$ cat src/rtl/mmio_access_ctrl.sv
// Sequences one MMIO load/store at a time onto a valid/ready peripheral bus,
// stalling the pipeline until the bus responds or the access times out.
module mmio_access_ctrl #(
    parameter int unsigned TIMEOUT_CYCLES = 64,
    parameter bit          BIG_ENDIAN     = 1'b0
) (
    input  logic        clk,
    input  logic        rst_n,
    input  logic        req_valid,
    input  logic        req_write,
    input  logic        req_byte,
    input  logic [31:0] req_addr,
    input  logic [31:0] req_wdata,
    output logic        stall,
    output logic        rsp_valid,
    output logic [31:0] rsp_rdata,
    output logic        rsp_err,
    output logic        bus_valid,
    output logic        bus_write,
    output logic [31:0] bus_addr,
    output logic [31:0] bus_wdata,
    output logic [3:0]  bus_be,
    input  logic        bus_ready,
    input  logic        bus_rvalid,
    input  logic [31:0] bus_rdata
);

    typedef enum logic [1:0] {
        IDLE,
        REQ,
        WAIT,
        DONE
    } state_t;

    state_t      state;
    logic [15:0] cnt;
    logic        is_byte;
    logic [1:0]  lane;
    logic        expired;
    logic [31:0] fmt_wdata;
    logic [3:0]  fmt_be;
    logic [31:0] fmt_rdata;

    function automatic logic [31:0] swap32(input logic [31:0] x);
        return {x[7:0], x[15:8], x[23:16], x[31:24]};
    endfunction

    // >= rather than == so a read whose request handshake lands on the last
    // budgeted cycle still expires in WAIT instead of running until wrap.
    assign expired = (cnt >= 16'(TIMEOUT_CYCLES - 1));

    always_comb begin
        fmt_wdata = req_wdata;
        fmt_be    = 4'b1111;
        if (req_byte) begin
            fmt_wdata = {4{req_wdata[7:0]}};
            fmt_be    = 4'b0001 << req_addr[1:0];
        end else if (BIG_ENDIAN) begin
            fmt_wdata = swap32(req_wdata);
        end
    end

    always_comb begin
        fmt_rdata = bus_rdata;
        if (is_byte) begin
            fmt_rdata = {24'h000000, bus_rdata[{lane, 3'b000} +: 8]};
        end else if (BIG_ENDIAN) begin
            fmt_rdata = swap32(bus_rdata);
        end
    end

    assign stall     = ((state == IDLE) && req_valid) || (state == REQ) || (state == WAIT);
    assign bus_valid = (state == REQ);
    assign rsp_valid = (state == DONE);

    always_ff @(posedge clk or negedge rst_n) begin
        if (!rst_n) begin
            state     <= IDLE;
            cnt       <= '0;
            is_byte   <= 1'b0;
            lane      <= '0;
            bus_write <= 1'b0;
            bus_addr  <= '0;
            bus_wdata <= '0;
            bus_be    <= '0;
            rsp_rdata <= '0;
            rsp_err   <= 1'b0;
        end else begin
            case (state)
                IDLE: begin
                    if (req_valid) begin
                        bus_write <= req_write;
                        is_byte   <= req_byte;
                        lane      <= req_addr[1:0];
                        bus_addr  <= {req_addr[31:2], 2'b00};
                        bus_wdata <= fmt_wdata;
                        bus_be    <= fmt_be;
                        cnt       <= '0;
                        state     <= REQ;
                    end
                end
                REQ: begin
                    cnt <= cnt + 16'd1;
                    if (bus_ready) begin
                        if (bus_write) begin
                            rsp_rdata <= '0;
                            rsp_err   <= 1'b0;
                            state     <= DONE;
                        end else begin
                            state <= WAIT;
                        end
                    end else if (expired) begin
                        rsp_rdata <= '0;
                        rsp_err   <= 1'b1;
                        state     <= DONE;
                    end
                end
                WAIT: begin
                    cnt <= cnt + 16'd1;
                    if (bus_rvalid) begin
                        rsp_rdata <= fmt_rdata;
                        rsp_err   <= 1'b0;
                        state     <= DONE;
                    end else if (expired) begin
                        rsp_rdata <= '0;
                        rsp_err   <= 1'b1;
                        state     <= DONE;
                    end
                end
                DONE: begin
                    state <= IDLE;
                end
                default: begin
                    state <= IDLE;
                end
            endcase
        end
    end

endmodule

$ cat config.mk
export PLATFORM = sky130hd
export DESIGN_NAME = mmio_access_ctrl
export DESIGN_NICKNAME = d
export VERILOG_FILES = /design/src/rtl/mmio_access_ctrl.sv
export SDC_FILE = /design/constraint.sdc
export NUM_CORES = 1
export LEC_CHECK = 0
export BUFFER_PORTS_ARGS = -buffer_cell sky130_fd_sc_hd__buf_2
export CAP_MARGIN = 20
export CORE_AREA = 2 2 112 114
export CTS_BUF_LIST = sky130_fd_sc_hd__clkbuf_4
export DETAILED_ROUTE_END_ITERATION = 10
export DIE_AREA = 0 0 114 116
export GPL_TIMING_DRIVEN = 1
export PLACE_DENSITY = 0.87
export SYNTH_ARGS = -nofsm -noshare
export SYNTH_HDL_FRONTEND = slang
export SYNTH_SLANG_ARGS = --single-unit
$ cat constraint.sdc
create_clock -name clk -period 2.3 [get_ports clk]
set_clock_uncertainty 0.05 [all_clocks]
set_input_delay 0.345 -clock clk [delete_from_list [all_inputs] [get_ports clk]]
set_output_delay 0.345 -clock clk [all_outputs]
set_load 0.005 [all_outputs]
==> results of run 1 <==
cell type report:
type                    instances  area [µm²]
clock inverters                12         158
multi-input cells             374        2150
clock buffers                  18         135
flip-flops and latches        121        3030
well taps                     147         184
fillers                       934        4330
repair buffers                287        1910
inverters                       5        18.8
worst paths after layout:
kind / cells past startpoint / to / slack (ps)
max in group asynchronous: 3 / bus_addr[14] / 1290
setup / recovery: 7 / stall / 120
setup reg to reg: 7 / cnt[10] / 140
min in group asynchronous: 2 / bus_wdata[30] / 280
hold / removal: 3 / bus_wdata[25] / 50
hold reg to reg: 2 / bus_addr[13] / 430
repair_timing:
action	CTS	global route
setup endpoints to repair	1	1
cloned	1	0
endpoints found under the hold margin	95	0
hold buffers	64	0
pin swaps	0	1
resized for setup	5	3
power by group through the flow:
stage / Sequential, mW / Combinational [mW] / Clock, mW
2_1_floorplan: 3.41 / 1.49 / 0
3_3_place_gp: 3.42 / 2.79 / 0
3_5_place_dp: 3.44 / 2.88 / 0
4_1_cts: 3.42 / 3.04 / 1.65
5_1_grt: 3.53 / 3.40 / 1.74
6_report: 3.44 / 3.06 / 1.60
logic make-up (layout without fill, tap and decap cells):
| logic type | Yosys count | in the layout |
|---|---|---|
| DFF | 121 | 121 |
| xor gates and xnor gates | 5 | 5 |
| adders and majority gates | 5 | 5 |
| other | 1 | 2 |
| buffers and inverters | 42 | 322 |
| muxes | 35 | 35 |
| AOI/OAI and AO/OA | 108 | 108 |
| and+or+nand+nor | 219 | 219 |
state kept, by name, summed over array words and instances, names as in the netlist:
| signal | cells |
|---|---|
| rsp_err | 1 |
| bus_be | 4 |
| lane | 2 |
| cnt | 16 |
| state | 2 |
| is_byte | 1 |
| bus_write | 1 |
| bus_wdata | 32 |
| bus_addr | 30 |
| rsp_rdata | 32 |
per-stage QoR:
| step | hold WS [ps] | worst slack (ps) |
|---|---|---|
| 2_1_floorplan | -0.591 | 0.233 |
| 3_3_place_gp | 287 | 216 |
| 3_5_place_dp | 284 | 140 |
| 4_1_cts | 0.384 | 15.7 |
| 5_1_grt | 14.9 | 5.48 |
| 6_report | 53.1 | 120 |
cells in the mapped netlist, types with 2 or more instances:
library cell and count:
a211oi_1 8, a22o_1 25, or3_1 4, a31oi_1 6
buf_2 2, inv_1 5, o31ai_1 2, o21a_1 2
buf_1 3, nand4_1 2, xnor2_1 4, o211ai_1 2
nand3_1 4, nand2b_1 6, a21oi_1 8, o21ai_0 31
nor2_1 25, dfrtp_1 121, ha_1 5, nor3_1 5
clkbuf_1 29, o2bb2ai_1 8, or4b_1 2, nand2_1 163
a21o_1 7, buf_4 3, or4_1 3, mux2i_1 35
worst max-delay path, cell delays in order (launching register included):
cell	delay (ps)
dfrtp_1	390
inv_1	110
ha_4	160
buf_6	130
nand2_4	90
buf_12	160
nand2_1	100
buf_2	130
per-layer routing:
metal	wire (µm)	share of wire [%]	global-route usage (%)
met1	6420	41	29.4
met2	8190	52	42.7
met3	833	5.3	6.49
met4	403	2.5	10.1
met5	0	0	0
==> run metrics, run 1 <==
placer congestion estimate=0.811; basic-gate share of the synthesized area counting and, or, nand and nor cells=17.0%; CP Data Required Time=1900 ps; horizontal die dimension=114 µm; input/output buffers=205; Worst VDD drop=617 µV; placeable core region=0.0119 mm²; portion of the post-synthesis area used by sequential elements=56.9%; Post-route DRC=0; number of warning messages in the yosys log=0; mean routed wirelength per cell=16.4 µm; arrival time of the worst setup path=1790 ps; most common library cell in the layout ignoring fill and taps=buf_2; cell taking the most area after synthesis=dfrtp_1; final hold violations=0; total of flip-flops plus latches after synthesis=121; Max FO, Critical Path=12; max-slew violations=0; Mean Syn Cell Area=9.93 µm²; Bufs on Longest Clock Path=2; slew at the pin closest to its max-slew limit=591 ps; ports placed on the boundary=208; via density per instance=5.23; via count of the routed design=5046; top library cells by usage in the layout, fill and taps aside=buf_2 (204), nand2_1 (162), dfrtp_1 (121); element type at the critical path start=register; overall die height=116 µm; area share of the largest cell type after synthesis=56.9%; clock share of power=19.8%; type of element capturing the critical path=output port; synthesized-area fraction occupied by xor and xnor cells=0.823%; Primary FF master, synth=dfrtp_1; post-synthesis share of cell area spent on full adders, half adders and majority gates=1.18%; Num Clock Sinks=121; total CTS buffers=17; PwrDens=1070 mW/mm²; setup fix buffers added after clock tree synthesis=0; number of antenna repair diodes=0; filler-free cell count of the finished design=964; fraction of the core area covered by cells at the end of the flow=63.7%; initial antenna violation count=0; class of the worst hold path=in2reg; HPWL after DPL=10200 µm; first-pass GRT wire length=25200 µm; DRT iter0 DRCs=395; unrepaired setup endpoints after global routing=no; setup violation total in the final timing report=0; pin count of the biggest net entering global routing=69; overall power=8.10 mW; GRT Residual Overflow=0; most area-consuming cells after synthesis=dfrtp_1 (57%), nand2_1 (11%), mux2i_1 (6.6%); netlist area before placement=0.00532 mm²; final clock period utilization by the worst path=94.8%; max-slew headroom at the worst pin=60.6%; Final ANT Viol Nets=0; register share of total power=42.4%; largest family of logic cells by synthesized area=simple AND/OR/NAND/NOR gates; worst skew pair latency=520 ps; number of global-route vias before repair=5096; final routed wirelength across all metal layers=15800 µm; Post-synth EDFFs=0; Layout Cell Area excl Fill=0.00758 mm²; gate count of the mapped netlist=536; maximum capacitance violations=0; count of cell types in the netlist=44; CTS root buf=clkbuf_4; Synth Area in Compound Gates=14.2%; WS Path Type=reg2out; clock period minus final worst setup slack=2180 ps; Synth-to-Final Area Change=42.5%; layout cell share with drive strength beyond 1=31.1%; outcome=complete, no violations; initial standard-cell utilization of the core=44.7%; total global-route track usage=24.7%; Critical R2R Launch=state[0]; FFs w/ async S/R, synth=100%; cell total after placement=869; Peak Freq=0.459 GHz; clock tree from TritonCTS=built; Final TNS setup=0 ps; startpoint of the worst hold path=req_wdata[25]; startpoint of the most critical setup path=state[0]; leakage dissipation=4.08 nW; number of nets in the finished design=914; post-detailed-placement cell area=0.00658 mm²; combinational fraction of design power=37.8%; Pint=5.20 mW; DRT Pass-1 Iters=4; total net switching power=2.90 mW; number of cell rows=40; mux share of post-synthesis cell area=6.58%; clock-pin slew on the worst setup and hold paths=100 ps; maximum level of the CTS H-tree=4; fraction of power spent switching nets=35.8%; DIE AREA=0.0132 mm²
Power figures use the tool's default switching activity.
==> inputs of run 2 (changes only) <==
- CORE_AREA: 2 2 112 114 -> 2 2 133 96
- DIE_AREA: 0 0 114 116 -> 0 0 135 98
==> run metrics, run 2 (same netlist as run 1, synthesis figures left out) <==
type of element capturing the critical path=output port; first-pass GRT wire length=25300 µm; clock period minus final worst setup slack=2190 ps; worst skew pair latency=490 ps; number of global-route vias before repair=5078; total CTS buffers=17; class of the worst hold path=in2reg; mean routed wirelength per cell=15.8 µm; clock share of power=18.7%; Critical R2R Launch=state[0]; Worst VDD drop=607 µV; Bufs on Longest Clock Path=2; GRT Residual Overflow=0; number of antenna repair diodes=0; HPWL after DPL=10200 µm; initial antenna violation count=0; number of nets in the finished design=906; startpoint of the most critical setup path=state[0]; Post-route DRC=0; total global-route track usage=24.3%; element type at the critical path start=register; placeable core region=0.0121 mm²; number of cell rows=34; maximum level of the CTS H-tree=4; DRT iter0 DRCs=331; combinational fraction of design power=38.2%; setup fix buffers added after clock tree synthesis=0; final hold violations=0; maximum capacitance violations=0; overall die height=98 µm; input/output buffers=205; max-slew violations=0; initial standard-cell utilization of the core=44.0%; clock tree from TritonCTS=built; startpoint of the worst hold path=bus_rdata[26]; total net switching power=2.95 mW; top library cells by usage in the layout, fill and taps aside=buf_2 (204), nand2_1 (162), dfrtp_1 (121); Final ANT Viol Nets=0; clock-pin slew on the worst setup and hold paths=110 ps; CTS root buf=clkbuf_4; unrepaired setup endpoints after global routing=no; via count of the routed design=5032; Synth-to-Final Area Change=39.9%; final clock period utilization by the worst path=95.2%; worst-case reg-to-reg path depth=6; arrival time of the worst setup path=1790 ps; layout cell share with drive strength beyond 1=32.1%; most common library cell in the layout ignoring fill and taps=buf_2; DRT Pass-1 Iters=4; leakage dissipation=4.00 nW; Filler Cell Count=985; critical register-to-register path endpoint=cnt[13]; horizontal die dimension=135 µm; PwrDens=1060 mW/mm²; DIE AREA=0.0132 mm²; sink of the worst hold path=rsp_rdata[26]; placer congestion estimate=0.837; Pint=4.93 mW; fraction of power spent switching nets=37.5%; overall power=7.88 mW; register share of total power=43.0%; depth of the worst hold-timing path=2; final routed wirelength across all metal layers=15300 µm; worst reg2reg setup slack=150 ps; CP Data Required Time=1900 ps; Final TNS setup=0 ps; WS Path Type=reg2out; registers with the highest flip-flop counts=bus_wdata (32), rsp_rdata (32), bus_addr (30); setup violation total in the final timing report=0; Peak Freq=0.457 GHz; pin count of the biggest net entering global routing=63; via density per instance=5.18; ports placed on the boundary=208; outcome=complete, no violations; Num Clock Sinks=121; Max FO, Critical Path=5
[run 2: cell types whose count changed in the layout (fill, tap and decap cells not counted), moves of 2 or more]
cell / before / now
dlygate4sd3_1: 64 / 54
buf_4: 11 / 16
clkinv_1: 5 / 0
clkinvlp_4: 0 / 5
bufinv_16: 4 / 2
clkinv_4: 1 / 3
inv_6: 0 / 2
[run 2: cell type report]
type                            instances  area, µm²  area share [%]
Timing Repair Buffer                  279       1780            23.9
Tap cell                              162        203            2.72
Sequential cell                       121       3030            40.7
Clock buffer                           17        128            1.71
Inverter                                5       18.8           0.252
Clock inverter                         14        151            2.03
Multi-Input combinational cell        374       2130            28.7
[run 2: repair_timing]
action                                 in CTS  in global routing
hold buffers                               54                  0
resized for setup                           0                  0
endpoints found under the hold margin      82                  0
[run 2: worst max-delay path by stage]
| stage | endpoint | slack, ps | cells past startpoint |
|---|---|---|---|
| after global routing | stall | 0.2 | 5 |
| after CTS | stall | 70 | 5 |
| after global placement | cnt[12] | 250 | 7 |
| after detailed placement | cnt[13] | 170 | 6 |
| final | stall | 110 | 5 |
| after floorplan | cnt[14] | 0.2 | 8 |
[run 2: through the flow]
step / setup slack (ps) / std cells / instance area [µm²] / hold WS, ps / utilization (%)
finish: 110 / 972 / 7440 / 63.6 / 61.6
global route: 0.179 / 972 / 7440 / 2.47 / 61.6
CTS: 74.2 / 972 / 7440 / 0.327 / 61.6
detailed placement: 173 / 887 / 6620 / 271 / 54.8
global placement: 251 / 887 / 6620 / 274 / 54.8
floorplan: 0.233 / 537 / 5340 / -0.591 / -
[run 2: power groups by stage]
| stage | Clock (mW) | Sequential (mW) | Combinational (mW) |
|---|---|---|---|
| floorplan | 0 | 3.41 | 1.49 |
| global placement | 0 | 3.38 | 2.84 |
| detailed placement | 0 | 3.39 | 2.94 |
| CTS | 1.54 | 3.38 | 3.00 |
| global route | 1.65 | 3.50 | 3.36 |
| finish | 1.48 | 3.39 | 3.01 |
[run 2: routing by layer]
layer,up-vias,global-route usage (%),wire length [µm]
met5,-,0,0
met1,2441,32.5,6620
met3,12,6.33,1130
li1,2358,-,-
met2,221,38.7,7450
met4,0,8.41,154
[run 2: worst max-delay path, cell delays in order (launching register included)]
cell and delay (ps):
dfrtp_1 400, buf_4 150, ha_1 270, nor2_1 220, nand2_1 120, buf_2 150
